`src/rtl/waterfall_pkg.sv`:
```
// rtl/waterfall_pkg.sv - shared constants, FSM encoding and address helper for the waterfall line writer
package waterfall_pkg;

    localparam int WF_COLS   = 80;
    localparam int WF_ROWS   = 60;
    localparam int WF_ADDR_W = 13;

    typedef enum logic [1:0] {
        FILL       = 2'd0,
        WAIT_BLANK = 2'd1,
        COPY       = 2'd2
    } wf_state_e;

    // Linear framebuffer address of pixel (col, row) for a row pitch of cols.
    function automatic logic [WF_ADDR_W-1:0] wf_addr(input int col, input int row, input int cols);
        return WF_ADDR_W'(col + row * cols);
    endfunction

endpackage

```
`src/rtl/waterfall_line_writer_line_buf.sv`:
```
// rtl/waterfall_line_writer_line_buf.sv - one-row pixel buffer, simple dual-port, 1-cycle read latency
module line_buf #(
    parameter int DEPTH = 80,
    parameter int AW    = 7
) (
    input  logic          clk,
    input  logic          wr_en,
    input  logic [AW-1:0] wr_addr,
    input  logic [7:0]    wr_data,
    input  logic [AW-1:0] rd_addr,
    output logic [7:0]    rd_data
);

    logic [7:0] mem_q [DEPTH];
    logic [7:0] rd_data_q;

    // No reset on the array or read register so the buffer maps onto block RAM.
    always_ff @(posedge clk) begin
        if (wr_en) begin
            mem_q[wr_addr] <= wr_data;
        end
        rd_data_q <= mem_q[rd_addr];
    end

    assign rd_data = rd_data_q;

endmodule

```
`src/rtl/waterfall_line_writer.sv`:
```
// rtl/waterfall_line_writer.sv - builds one waterfall row from ADC samples and copies it to the framebuffer in vblank
// Optional feature: WATERFALL_AVG_EN selects group averaging instead of keep-last decimation.
module waterfall_line_writer
    import waterfall_pkg::*;
#(
    parameter int SAMPLE_WIDTH = 12,
    parameter int DECIM_LOG2   = 2,
    parameter int COLS         = WF_COLS,
    parameter int ROWS         = WF_ROWS
) (
    input  logic                    clk,
    input  logic                    reset,
    input  logic                    sample_valid,
    input  logic [SAMPLE_WIDTH-1:0] sample_data,
    input  logic                    vblank,
    output logic [WF_ADDR_W-1:0]    ram_addr,
    output logic [7:0]              ram_wdata,
    output logic                    ram_we,
    output logic [5:0]              top_row,
    output logic                    busy,
    output logic                    dropped
);

    localparam int              CW       = $clog2(COLS + 1);
    localparam int              DW       = (DECIM_LOG2 > 0) ? DECIM_LOG2 : 1;
    localparam logic [DW-1:0]   DEC_LAST = DW'((1 << DECIM_LOG2) - 1);
    localparam logic [CW-1:0]   COL_LAST = CW'(COLS - 1);
    localparam logic [CW-1:0]   COPY_END = CW'(COLS);
    localparam logic [5:0]      ROW_LAST = 6'(ROWS - 1);

    wf_state_e             state_q, state_d;
    logic [5:0]            write_row_q, write_row_d;
    logic [CW-1:0]         col_q, col_d;
    logic [DW-1:0]         dec_q, dec_d;
    logic                  vblank_q;
    logic                  ram_we_q, ram_we_d;
    logic [WF_ADDR_W-1:0]  ram_addr_q, ram_addr_d;
    logic [5:0]            top_row_q, top_row_d;
    logic                  dropped_q, dropped_d;

    logic                  group_done;
    logic [7:0]            pixel;
    logic                  lb_we;
    logic [CW-1:0]         lb_raddr;
    logic [7:0]            lb_rdata;

    assign group_done = (dec_q == DEC_LAST);

`ifdef WATERFALL_AVG_EN
    localparam int ACC_W = SAMPLE_WIDTH + DECIM_LOG2;

    logic [ACC_W-1:0] acc_q, acc_d, acc_sum;

    assign acc_sum = acc_q + ACC_W'(sample_data);
    assign pixel   = acc_sum[ACC_W-1 -: 8];

    // Only advances in FILL; it is cleared at every group end, so it is already 0 when FILL resumes.
    always_comb begin
        acc_d = acc_q;
        if (state_q == FILL && sample_valid) begin
            acc_d = group_done ? '0 : acc_sum;
        end
    end

    always_ff @(posedge clk or posedge reset) begin
        if (reset) begin
            acc_q <= '0;
        end else begin
            acc_q <= acc_d;
        end
    end
`else
    logic unused_sample_lsbs;

    assign pixel              = sample_data[SAMPLE_WIDTH-1 -: 8];
    assign unused_sample_lsbs = ^sample_data[SAMPLE_WIDTH-9:0];
`endif

    // col is the FILL write column and doubles as the COPY read index (0..COLS, COLS = drain cycle).
    always_comb begin
        state_d     = state_q;
        write_row_d = write_row_q;
        col_d       = col_q;
        dec_d       = dec_q;
        ram_we_d    = 1'b0;
        ram_addr_d  = ram_addr_q;
        top_row_d   = top_row_q;
        dropped_d   = sample_valid && (state_q != FILL);
        lb_we       = 1'b0;
        unique case (state_q)
            FILL: begin
                if (sample_valid) begin
                    dec_d = group_done ? '0 : dec_q + DW'(1);
                    if (group_done) begin
                        lb_we = 1'b1;
                        if (col_q == COL_LAST) begin
                            col_d   = '0;
                            state_d = WAIT_BLANK;
                        end else begin
                            col_d = col_q + CW'(1);
                        end
                    end
                end
            end
            WAIT_BLANK: begin
                if (vblank && !vblank_q) begin
                    state_d = COPY;
                end
            end
            COPY: begin
                if (col_q == COPY_END) begin
                    col_d       = '0;
                    state_d     = FILL;
                    top_row_d   = write_row_q;
                    write_row_d = (write_row_q == ROW_LAST) ? 6'd0 : write_row_q + 6'd1;
                end else begin
                    col_d      = col_q + CW'(1);
                    ram_we_d   = 1'b1;
                    ram_addr_d = wf_addr(int'(col_q), int'(write_row_q), COLS);
                end
            end
            default: state_d = FILL;
        endcase
    end

    always_ff @(posedge clk or posedge reset) begin
        if (reset) begin
            state_q     <= FILL;
            write_row_q <= '0;
            col_q       <= '0;
            dec_q       <= '0;
            vblank_q    <= 1'b0;
            ram_we_q    <= 1'b0;
            ram_addr_q  <= '0;
            top_row_q   <= '0;
            dropped_q   <= 1'b0;
        end else begin
            state_q     <= state_d;
            write_row_q <= write_row_d;
            col_q       <= col_d;
            dec_q       <= dec_d;
            vblank_q    <= vblank;
            ram_we_q    <= ram_we_d;
            ram_addr_q  <= ram_addr_d;
            top_row_q   <= top_row_d;
            dropped_q   <= dropped_d;
        end
    end

    assign lb_raddr = (col_q < COPY_END) ? col_q : '0;

    line_buf #(
        .DEPTH (COLS),
        .AW    (CW)
    ) u_line_buf (
        .clk     (clk),
        .wr_en   (lb_we),
        .wr_addr (col_q),
        .wr_data (pixel),
        .rd_addr (lb_raddr),
        .rd_data (lb_rdata)
    );

    // Read data lines up with the registered write strobe; gated so the bus idles at 0.
    assign ram_wdata = ram_we_q ? lb_rdata : 8'h00;
    assign ram_we    = ram_we_q;
    assign ram_addr  = ram_addr_q;
    assign top_row   = top_row_q;
    assign busy      = (state_q != FILL);
    assign dropped   = dropped_q;

endmodule

```
`config.mk`:
```
export PLATFORM = sky130hd
export DESIGN_NAME = waterfall_line_writer
export DESIGN_NICKNAME = d
export VERILOG_FILES = /design/src/rtl/waterfall_pkg.sv /design/src/rtl/waterfall_line_writer_line_buf.sv /design/src/rtl/waterfall_line_writer.sv
export SDC_FILE = /design/constraint.sdc
export NUM_CORES = 1
export LEC_CHECK = 0
export BUFFER_PORTS_ARGS = -buffer_cell sky130_fd_sc_hd__buf_4
export CAP_MARGIN = 40
export CORE_ASPECT_RATIO = 0.9
export CORE_UTILIZATION = 63
export DETAILED_ROUTE_END_ITERATION = 16
export PLACE_DENSITY = 0.77
export SKIP_CTS_REPAIR_TIMING = 1
export SYNTH_ARGS = -nofsm -noshare
export SYNTH_HDL_FRONTEND = slang
export SYNTH_SLANG_ARGS = --single-unit
```
`constraint.sdc`:
```
create_clock -name clk -period 3.6 [get_ports clk]
set_clock_uncertainty 0.15 [all_clocks]
set_input_delay 1.08 -clock clk [delete_from_list [all_inputs] [get_ports clk]]
set_output_delay 1.08 -clock clk [all_outputs]
set_load 0.05 [all_outputs]
```
[Yosys cells after proc, flatten, opt, wreduce, memory -nomap -nowiden]
Memory sizes are Yosys's and may differ from the RTL's. A register that Yosys moved wholly into a read port is not among the register bits.
Index checks and enable logic that the tools add are counted.
Storage, ports and cells
  word-level logic and storage cells: 61
  register bits after elaboration: 39
  RAM bits: 640
  memories: 1
  output and inout port bits: 30
Cells by class
  bitwise logic cells: 1
  mux-type cells: 22
  equal/unequal tests: 11
  $add $sub $neg: 4
  order comparisons: 1
  reduce and logical (&&, ||, !) cells: 11
  multipliers: 1
Memories
  u_line_buf.mem_q: words 80, width 8, read ports 1, clocked after memory_dff 1, wr ports 1, RTL line waterfall_line_writer_line_buf.sv:14  | logic [7:0] mem_q [DEPTH];
Operators with widths (number)
  7-bit two-way mux: 5
  7-bit == test, second input constant: 2
  7-bit one-hot mux with 2 select lines: 1
  7-bit by 13-bit adder with 13-bit output: 1
  2-bit two-way mux: 6
  2-bit inequality test, second input constant: 5
  6-bit by 3-bit multiplier with 9-bit output, second input constant: 1
  8-bit two-way mux: 1
  7-bit by 1-bit adder with 7-bit output, second input constant: 1
  7-bit less-than comparator, second input constant: 1
  1-bit two-way mux: 7
  6-bit by 1-bit adder with 6-bit output, second input constant: 1
  6-bit == test, second input constant: 1
  6-bit two-way mux: 1
  2-bit one-hot mux with 3 select lines: 1
  2-bit AND reduction: 3
  5-bit AND reduction: 1
  2-bit == test, second input constant: 2
  2-bit nonzero test: 2
  3-bit AND reduction: 1
  2-bit by 1-bit adder with 2-bit output, second input constant: 1
  2-bit by 1-bit == test with 1-bit output, second input constant: 1
  1-bit logical AND: 2
  2-bit zero test: 1
  other kinds (2): 2

[Depth between registers and ports, before layout]
  depth in word-level cells: 6
  depth in mapped cells: 12
  mapped depth without buffers: 9

[By module]
From an unflattened synthesis, not the netlist that was laid out.
Unflattened totals
  cell total of the unflattened synthesis: 1328
  area total of the unflattened synthesis: 27074.7 um^2
Modules (own cells, without submodules)
  line_buf: cells each 1112, instances 1, area each 24902.6 um^2
  waterfall_line_writer: cells each 216, instances 1, area each 2172.1 um^2

[Worst setup path before layout]
OpenSTA, ideal clock, no wires.
  path kind: register to register
  start: register col_q[0]
  end: memory u_line_buf.mem_q[26][0], enable pin
  setup slack: 843 ps
  clock period less this slack: 2757 ps
  arrival: 2236 ps
  stages on the path, launching flop included: 9
  setup time: 370 ps
  cell sequence: dfrtp_1 -> buf_4 -> buf_4 -> buf_4 -> buf_2 -> buf_2 -> nor3_1 -> nand2_1 -> nor2_1
RTL lines
  start: declaration: RTL line waterfall_line_writer.sv:33  | logic [CW-1:0] col_q, col_d;
  start signal: assignment: RTL line waterfall_line_writer.sv:140  | col_q <= col_d;
  end: declaration: RTL line waterfall_line_writer_line_buf.sv:14
Straight into the memory's write port.

[Worst setup path in the final report]
  start: register col_q[5]
  end: register u_line_buf.rd_data_q[0] (netlist: u_line_buf.rd_data[0]) (read register of u_line_buf.mem_q)
On the way
  longest elaborated chain between the ends: 2
Ends and longest elaborated chain
  7-bit less-than comparator: RTL line waterfall_line_writer.sv:150  | assign lb_raddr = (col_q < COPY_END) ? col_q : '0;
  7-bit two-way mux *: RTL line waterfall_line_writer.sv:150
  end: declaration: RTL line waterfall_line_writer_line_buf.sv:15  | logic [7:0] rd_data_q;
Every way passes the cells marked *; elsewhere a longest branch is shown, timed or not.
A chain may end at the register's enable or synchronous reset.

==> impl_metrics.json <==
{
  "drc": 0,
  "fin_crit_ns": 3.22,
  "place_congestion": 0.915,
  "maxCapViolations": 0,
  "die_y_um": 203,
  "dp.cells": 2559,
  "critPathLaunchType": "flip-flop",
  "synth_flop_cell": "edfxtp_1",
  "core_mm2": 0.0442,
  "synth_commonest_cells": "640 x edfxtp_1, 183 x nand2_1, 169 x nor2_1",
  "via_count": 17800,
  "stdcell_count": 2674,
  "synth_cell_types": 70,
  "cts_tree": "built",
  "synth_edf_count": 640,
  "io_buffers": 41,
  "ys_async_sr_fraction": 0.0568,
  "hold_viol_final": 0,
  "r2r-start": "col_q[5]$_DFFE_PP0P_",
  "synth.most_common_cell": "edfxtp_1",
  "tightest_slew_ns": 0.965,
  "die_x_um": 225,
  "slew_headroom": 0.357,
  "crit_arrival_ns": 3.56,
  "area_growth_pct": 12.8,
  "drt-initial-drc-count": 2413,
  "fillers": 2828,
  "postLayoutSetupSlackWorst_ns": 0.385,
  "ys_ff_latch": 687,
  "synth_area_leaders": "edfxtp_1 68%, dfrtp_1 3.5%, mux4_2 2.9%, mux2i_1 2.8%, nand2_1 2.4%",
  "hold_path_end": "top_row[2]$_DFFE_PP0P_",
  "grt_use_total": 0.312,
  "crit_path_max_fanout": 39,
  "criticalPathCategory": "flip-flop to flip-flop",
  "min_path_type": "flip-flop to flip-flop",
  "fmax_mhz": 311,
  "setup_violations": 0,
  "diodes": 0,
  "ant_nets": 0,
  "start_util": 0.639,
  "rsz0062_at_grt": "no",
  "clkLatencyLatePin_ns": 0.60,
  "yosysWarnings": 0,
  "worstPathRequired_ns": 3.94,
  "place_ws_ns": 0.448,
  "hold_depth": 2,
  "via_per_inst": 6.64,
  "layout-drive-gt1-share": 0.162,
  "ys_seq_area_frac": 0.721,
  "grt_max_degree": 81,
  "overflow": 0,
  "grt_pass1_vias": 17200,
  "r2r_setup_slack_ns": 0.38,
  "antenna_found_initial": 2,
  "die-area_mm2": 0.0457,
  "syn-num-nets": 1936,
  "drt-wirelength-per-cell_um": 26.1,
  "hpwl_mm": 42.1,
  "min-delay-start": "top_row[2]$_DFFE_PP0P_",
  "slew_violations": 0,
  "crit_start": "col_q[5]$_DFFE_PP0P_",
  "cts_num_sinks": 687,
  "cellLeakagePower_nw": 11.0,
  "grt_pass1_wl_mm": 104,
  "status": "finished clean",
  "cts-root-buf": "clkbuf_16",
  "placementRows": 73,
  "synth.avg_cell_area_um2": 14.8,
  "power_density_mw_per_mm2": 487,
  "cts_buffer_depth": 3,
  "syn_area_mm2": 0.0282,
  "reg2reg_depth": 7,
  "yosys.area.top_type": "edfxtp_1",
  "cts_max_level": 3,
  "tns_ns": 0,
  "vdd_ir_drop_max_uv": 423,
  "dr.pass1.iters": 6,
  "totalWireLength_mm": 69.8,
  "clk_pin_slew_ns": 0.06,
  "synthCells": 1903,
  "yosysTopAreaCellShare": 0.680,
  "period_share": 0.893,
  "pin_count": 46,
  "end_kind": "flip-flop",
  "nets": 2062,
  "power_mw": 15.5,
  "reg2reg_to": "u_line_buf.rd_data[0]$_DFF_P_",
  "cts_made_buffers": 68
}
-- registers in the layout (all words and copies together) (netlist names) --
signal / count
u_line_buf.mem_q: 640
ram_addr: 13
u_line_buf.rd_data: 8
col_q: 7
top_row: 6
write_row_q: 6
dec_q: 2
state_q: 2
dropped: 1
ram_we: 1
vblank_q: 1
-- critical path: stages (launching register included) --
cell and delay (ns):
dfrtp_1 0.52, o21a_4 0.45, nor2_4 0.51, nand2_1 0.31, a221oi_1 0.42, nor4_1 0.09
or3_1 0.36, a222oi_1 0.29
-- per-layer routing --
metal | share of wire | vias to the layer above | track usage
met5 | 0.00049 | - | 0
met1 | 0.39 | 8762 | 0.440
met3 | 0.12 | 183 | 0.0784
met2 | 0.46 | 1187 | 0.474
met4 | 0.033 | 4 | 0.116
li1 | - | 7619 | -
-- layout make-up --
| class | instances | area, um^2 | area share |
|---|---|---|---|
| repair buffers | 167 | 1390 | 0.0437 |
| clock buffers | 91 | 1890 | 0.0594 |
| well taps | 600 | 751 | 0.0236 |
| flip-flops and latches | 687 | 20400 | 0.639 |
| clock inverters | 24 | 154 | 0.00483 |
| inverters | 10 | 37.5 | 0.00118 |
| multi-input cells | 1095 | 7280 | 0.228 |
-- power breakdown --
part	switching [mW]	total (mW)	internal, mW	leakage (nW)
Sequential	0.000323	8.73	8.73	6.30
Clock	2.83	6.64	3.81	0.996
Combinational	0.137	0.149	0.0116	3.67
Total	2.96	15.5	12.6	11.0
-- per-stage QoR --
stage | hold WS (ns) | instance area, um^2 | utilization
floorplan | 0.310 | 28200 | -
global placement | 0.312 | 29800 | 0.674
detailed placement | 0.314 | 29800 | 0.675
CTS | 0.333 | 31900 | 0.721
global route | 0.355 | 31900 | 0.721
finish | 0.330 | 31900 | 0.721
-- worst max path at each step --
| stage | to | depth (start not counted) |
|---|---|---|
| final | u_line_buf.rd_data[0]$_DFF_P_ | 7 |
| after CTS | u_line_buf.rd_data[0]$_DFF_P_ | 7 |
| after detailed placement | u_line_buf.rd_data[0]$_DFF_P_ | 7 |
| after floorplan | u_line_buf.mem_q[26][0]$_DFFE_PP_ | 8 |
| after global routing | u_line_buf.rd_data[0]$_DFF_P_ | 7 |
| after global placement | u_line_buf.mem_q[66][3]$_DFFE_PP_ | 6 |
-- layout by cell type (no fill, tap or decap), drive strengths merged, types with 11 or more instances in the layout --
cell | synthesis | layout
nand2 | 185 | 185
o211ai | 25 | 25
buf | 76 | 167
and3 | 22 | 22
a22o | 33 | 33
nand2b | 12 | 12
mux2i | 79 | 79
clkinv | 0 | 21
a211oi | 31 | 31
dfrtp | 39 | 39
mux2 | 25 | 25
a21oi | 94 | 94
nor2 | 172 | 172
o21ai | 95 | 95
a21o | 11 | 11
a221oi | 11 | 11
clkbuf | 35 | 91
edfxtp | 640 | 640
nand3 | 57 | 57
a31oi | 21 | 21
nor3 | 12 | 12
mux4 | 36 | 36
o22ai | 22 | 22
and2 | 11 | 11
nor2b | 14 | 14
ha | 15 | 15
-- logic make-up (layout without fill, tap and decap cells) --
family	Yosys count	in the layout	synth area share
flip-flops	687	687	0.721
AND/OR/NAND/NOR	510	510	0.0801
AO/OA/AOI/OAI	418	418	0.0998
multiplexers	140	140	0.0667
buffers and inverters	121	292	0.0217
adder cells (fa/ha/maj)	17	17	0.00806
XOR/XNOR	10	10	0.00310
No activity file was read; power rests on OpenSTA's default activity.
